$ cat src/rtl/gnr_cycle_ctrl.sv
// Drives the node array of a GNR simulator as a tortoise/hare pair (s0 one step,
// s1 two steps per round) and reports the attractor state and step count.
module gnr_cycle_ctrl #(
  parameter int N_NODES   = 8,
  parameter int STEP_W    = 16,
  parameter int MAX_STEPS = 1000
) (
  input  logic               clk,
  input  logic               rst,
  input  logic               init_valid,
  output logic               init_ready,
  input  logic [N_NODES-1:0] init_data,
  output logic               reset_nos,
  output logic [N_NODES-1:0] init_state,
  output logic               start_s0,
  output logic               start_s1,
  input  logic [N_NODES-1:0] s0_vec,
  input  logic [N_NODES-1:0] s1_vec,
  output logic               res_valid,
  input  logic               res_ready,
  output logic [N_NODES-1:0] res_state,
  output logic [STEP_W-1:0]  res_steps,
  output logic               res_timeout,
  output logic               busy
);

  localparam logic [STEP_W-1:0] MAX_C = STEP_W'(MAX_STEPS);

  typedef enum logic [2:0] {
    S_IDLE, S_LOAD, S_STEP0, S_STEP1, S_CMP, S_DONE
  } state_t;

  state_t             state_q, state_d;
  logic               arm_q;
  logic [N_NODES-1:0] init_state_q, init_state_d;
  logic [STEP_W-1:0]  steps_q, steps_d, steps_inc;
  logic [N_NODES-1:0] res_state_q, res_state_d;
  logic [STEP_W-1:0]  res_steps_q, res_steps_d;
  logic               res_timeout_q, res_timeout_d;

  assign steps_inc = steps_q + 1'b1;

  always_comb begin
    state_d       = state_q;
    init_state_d  = init_state_q;
    steps_d       = steps_q;
    res_state_d   = res_state_q;
    res_steps_d   = res_steps_q;
    res_timeout_d = res_timeout_q;
    case (state_q)
      S_IDLE: begin
        if (init_valid && arm_q) begin
          init_state_d = init_data;
          steps_d      = '0;
          state_d      = S_LOAD;
        end
      end
      S_LOAD:  state_d = S_STEP0;
      S_STEP0: state_d = S_STEP1;
      S_STEP1: state_d = S_CMP;
      S_CMP: begin
        if (steps_q != MAX_C) steps_d = steps_inc;
        // A meeting wins over an exhausted budget on the same round.
        if (s0_vec == s1_vec) begin
          res_state_d   = s0_vec;
          res_steps_d   = steps_inc;
          res_timeout_d = 1'b0;
          state_d       = S_DONE;
        end else if (steps_inc == MAX_C) begin
          res_state_d   = s0_vec;
          res_steps_d   = MAX_C;
          res_timeout_d = 1'b1;
          state_d       = S_DONE;
        end else begin
          state_d = S_STEP0;
        end
      end
      S_DONE:  if (res_ready) state_d = S_IDLE;
      default: state_d = S_IDLE;
    endcase
  end

  // arm_q keeps init_ready low while rst is held and sets on the first edge after release.
  always_ff @(posedge clk or posedge rst) begin
    if (rst) begin
      state_q       <= S_IDLE;
      arm_q         <= 1'b0;
      init_state_q  <= '0;
      steps_q       <= '0;
      res_state_q   <= '0;
      res_steps_q   <= '0;
      res_timeout_q <= 1'b0;
    end else begin
      state_q       <= state_d;
      arm_q         <= 1'b1;
      init_state_q  <= init_state_d;
      steps_q       <= steps_d;
      res_state_q   <= res_state_d;
      res_steps_q   <= res_steps_d;
      res_timeout_q <= res_timeout_d;
    end
  end

  assign init_ready  = (state_q == S_IDLE) && arm_q;
  assign reset_nos   = (state_q == S_LOAD);
  assign start_s0    = (state_q == S_STEP0) || (state_q == S_STEP1);
  assign start_s1    = start_s0;
  assign res_valid   = (state_q == S_DONE);
  assign busy        = (state_q != S_IDLE);
  assign init_state  = init_state_q;
  assign res_state   = res_state_q;
  assign res_steps   = res_steps_q;
  assign res_timeout = res_timeout_q;

endmodule

$ cat config.mk
export PLATFORM = sky130hd
export DESIGN_NAME = gnr_cycle_ctrl
export DESIGN_NICKNAME = d
export VERILOG_FILES = /design/src/rtl/gnr_cycle_ctrl.sv
export SDC_FILE = /design/constraint.sdc
export NUM_CORES = 1
export LEC_CHECK = 0
export ABC_AREA = 1
export CAP_MARGIN = 10
export CELL_PAD_IN_SITES_DETAIL_PLACEMENT = 1
export CELL_PAD_IN_SITES_GLOBAL_PLACEMENT = 1
export CORE_MARGIN = 3
export CORE_UTILIZATION = 36
export DETAILED_ROUTE_END_ITERATION = 12
export GPL_TIMING_DRIVEN = 0
export PLACE_DENSITY_LB_ADDON = 0.1
export RECOVER_POWER = 50
export SLEW_MARGIN = 20
export SYNTH_ARGS = -nofsm -noshare
export SYNTH_HDL_FRONTEND = slang
export SYNTH_SLANG_ARGS = --single-unit
$ cat constraint.sdc
create_clock -name clk -period 2.05 [get_ports clk]
set_input_delay 0.5125 -clock clk [delete_from_list [all_inputs] [get_ports clk]]
set_output_delay 0.5125 -clock clk [all_outputs]
set_load 0.005 [all_outputs]
==> flow_summary.json <==
{
  "grt_max_degree": 54,
  "ys_types": 28,
  "maxSlewViolCount": 0,
  "post-synth-top-area-fraction_pct": 47.1,
  "drtIter0Drc": 94,
  "io_buffers": 66,
  "synth_area_per_cell_sq_um": 8.04,
  "place.detailed.hpwl_um": 5910,
  "path_delay_family": "simple AND/OR/NAND/NOR gates",
  "wl_per_cell_um": 17.0,
  "nFillCells": 876,
  "drc": 0,
  "dieArea_sq_mm": 0.00891,
  "fp.dieW_um": 94.4,
  "ir_worst_vdd_v": 0.000556,
  "max_clock_freq_mhz": 433,
  "rows": 31,
  "drt_pass1_iterations": 4,
  "cts_max_level": 2,
  "crit_buf_inv": 3,
  "gp_congestion": 0.830,
  "clock_latency_ns": 0.31,
  "postCtsHoldBufs": 0,
  "crit_arrival_ns": 2.47,
  "dieHeight_um": 94.4,
  "synthCells": 350,
  "holdCritPathClass": "flip-flop to flip-flop",
  "io_pins": 67,
  "cpMostUsedCell": "nand2_2",
  "p_leak_nw": 2.00,
  "critPathSlowestCell": "dfrtp_1",
  "setup_tns_ns": -5.37,
  "ys_top_cells_by_area": "dfrtp_1 (47%), nand2_1 (11%), inv_1 (6.7%)",
  "ys_seq_area_share_pct": 47.1,
  "cp_max_fo": 7,
  "synth_fp_nets": 381,
  "violations": "setup timing",
  "min_period_ns": 2.31,
  "grt_usage_pct": 19.7,
  "relSlewSlack_pct": 24.3,
  "initial_core_util_pct": 38.0,
  "period_share_pct": 113,
  "outcome": "finished, violations left",
  "antenna_found_initial": 0,
  "cts.sinks": 53,
  "fin_skew_ns": 0.00780,
  "worst_slack_ns": -0.259,
  "ys_seq_elements": 53,
  "clk_pin_slew_worst_paths_ns": 0.10,
  "diodes": 0,
  "areaGrowthSynthToFinish_pct": 51.3,
  "power_density_mw_per_mm2": 855,
  "fin_nets": 480,
  "maxCapViolCount": 0,
  "worst_setup_path_start_kind": "flip-flop",
  "cts-buffers-inserted": 5,
  "core-area_sq_mm": 0.00741,
  "wirelength_um": 9320,
  "routed-via-count": 2777,
  "end_kind": "flip-flop",
  "clockRootBuffer": "clkbuf_8",
  "path_class": "flip-flop to flip-flop",
  "critical_path_required_ns": 2.22,
  "rsz0062_at_grt": "yes",
  "hold_violations": 0,
  "via_per_inst": 5.06,
  "worst_slew_pin_slew_ns": 1.13,
  "yosys_warnings": 0,
  "setup_viol": 36,
  "synth_area_sq_mm": 0.00281,
  "fin_util_pct": 57.5,
  "drtAntennaViolNets": 0,
  "critPathMaxStageDelay_ns": 0.43,
  "clockBufferDepth": 2,
  "crit_chain": "buf_4, inv_1, nor2_4, nand2_4, nand2_2, nand2_2, nor2_2, nand3_2, nor2_1, nand2_1, nand2_4, nand2_8, buf_6, nand2_2, o21ai_1",
  "grt_pass1_wl_um": 13800,
  "grt_pass1_vias": 2862,
  "whs_ns": 0.490,
  "drive_gt1_share_pct": 31.1,
  "cts_tree": "yes",
  "grt_overflow": 0,
  "yosysTopAreaCell": "dfrtp_1"
}
what timing repair did:
action	CTS	global route
setup buffers	13	8
pin swaps	3	14
gates cloned	3	2
endpoints found under the setup margin	47	46
gates resized for setup	29	92
cells in the mapped netlist (all sizes together):
cell type / instances
a21oi: 9
dfrtp: 53
xor2: 1
o21bai: 1
nand4: 12
nor3: 2
ha: 3
inv: 51
clkbuf: 4
nand3: 22
o21ai: 39
or2: 8
nor2: 39
nand2: 89
o21a: 1
mux2: 8
conb: 1
buf: 5
nor4: 2
layer usage:
| layer | wire length [um] | track usage, % |
|---|---|---|
| met1 | 3820 | 25.8 |
| met2 | 4960 | 33.8 |
| met3 | 357 | 3.82 |
| met4 | 177 | 4.33 |
| met5 | 0 | 0 |
kinds of logic after synthesis:
logic type      count (synthesis)  share of synthesized area (%)
simple gates                  174                           27.7
flops                          53                           47.1
xor+xnor                        1                          0.311
mux                             8                           3.20
other cells                     1                          0.133
compound gates                 50                           11.1
buf+inv                        60                           9.07
fa+ha+maj                       3                           1.33
cell type report:
| cell class | count | area [sq um] | area share [%] |
|---|---|---|---|
| clock buffer | 6 | 82.6 | 1.94 |
| inverter | 51 | 191 | 4.50 |
| multi-input combinational | 238 | 1490 | 35.0 |
| tap | 99 | 124 | 2.91 |
| buffer | 9 | 91.3 | 2.15 |
| clock inverter | 2 | 37.5 | 0.882 |
| timing repair buffer | 91 | 912 | 21.4 |
| sequential | 53 | 1330 | 31.2 |
stage by stage:
stage / worst slack, ns / total power, mW / cell area [sq um] / cells
global route: -0.378 / 3.86 / 4260 / 549
finish: -0.259 / 3.64 / 4260 / 549
floorplan: 0.215 / 1.89 / 2810 / 350
global placement: -0.890 / 2.46 / 3600 / 515
detailed placement: -0.280 / 2.50 / 3600 / 515
CTS: -0.104 / 3.39 / 3920 / 539
worst min-delay path: stages, from the launching register on:
cell and delay (ns):
dfrtp_1 0.35, nand2_1 0.06, o21ai_2 0.05
power by group:
group / internal (mW) / switching, mW / leakage (nW)
Combinational: 0.786 / 0.748 / 1.26
Clock: 0.398 / 0.364 / 0.0574
Sequential: 1.22 / 0.125 / 0.678
Total: 2.40 / 1.24 / 2.00
sequential cells by signal, indices dropped and copies added (netlist names):
| signal | cells |
|---|---|
| arm_q | 1 |
| init_state | 8 |
| res_timeout | 1 |
| state_q | 3 |
| res_state | 8 |
| steps_q | 16 |
| res_steps | 16 |
path summary, 6_finish.rpt:
check                                          from                   endpoint  slack (ns)  cells past startpoint
max                          steps_q[0]$_DFFE_PP0P_   res_steps[4]$_DFFE_PP0P_       -0.26                     15
min                        res_state[3]$_DFFE_PP0P_   res_state[3]$_DFFE_PP0P_        0.49                      2
max reg2reg                  steps_q[0]$_DFFE_PP0P_   res_steps[4]$_DFFE_PP0P_       -0.26                     15
min reg2reg                res_state[3]$_DFFE_PP0P_   res_state[3]$_DFFE_PP0P_        0.49                      2
max in group asynchronous                       rst     state_q[2]$_DFFE_PP0P_        0.33                      2
min in group asynchronous                       rst  init_state[6]$_DFFE_PP0P_        0.94                      2
placed cells by master, fill, tap and decap left out, drive strengths merged, types with 3 or more instances in the layout:
cell type       n
nand2          90
clkdlybuf4s50  59
dfrtp          53
inv            51
nor2           39
o21ai          39
buf            32
nand3          22
nand4          12
a21oi           9
clkbuf          9
or2             8
mux2            8
dlymetal6s2s    4
ha              3
Note: power is estimated with default switching activity, not from simulation.
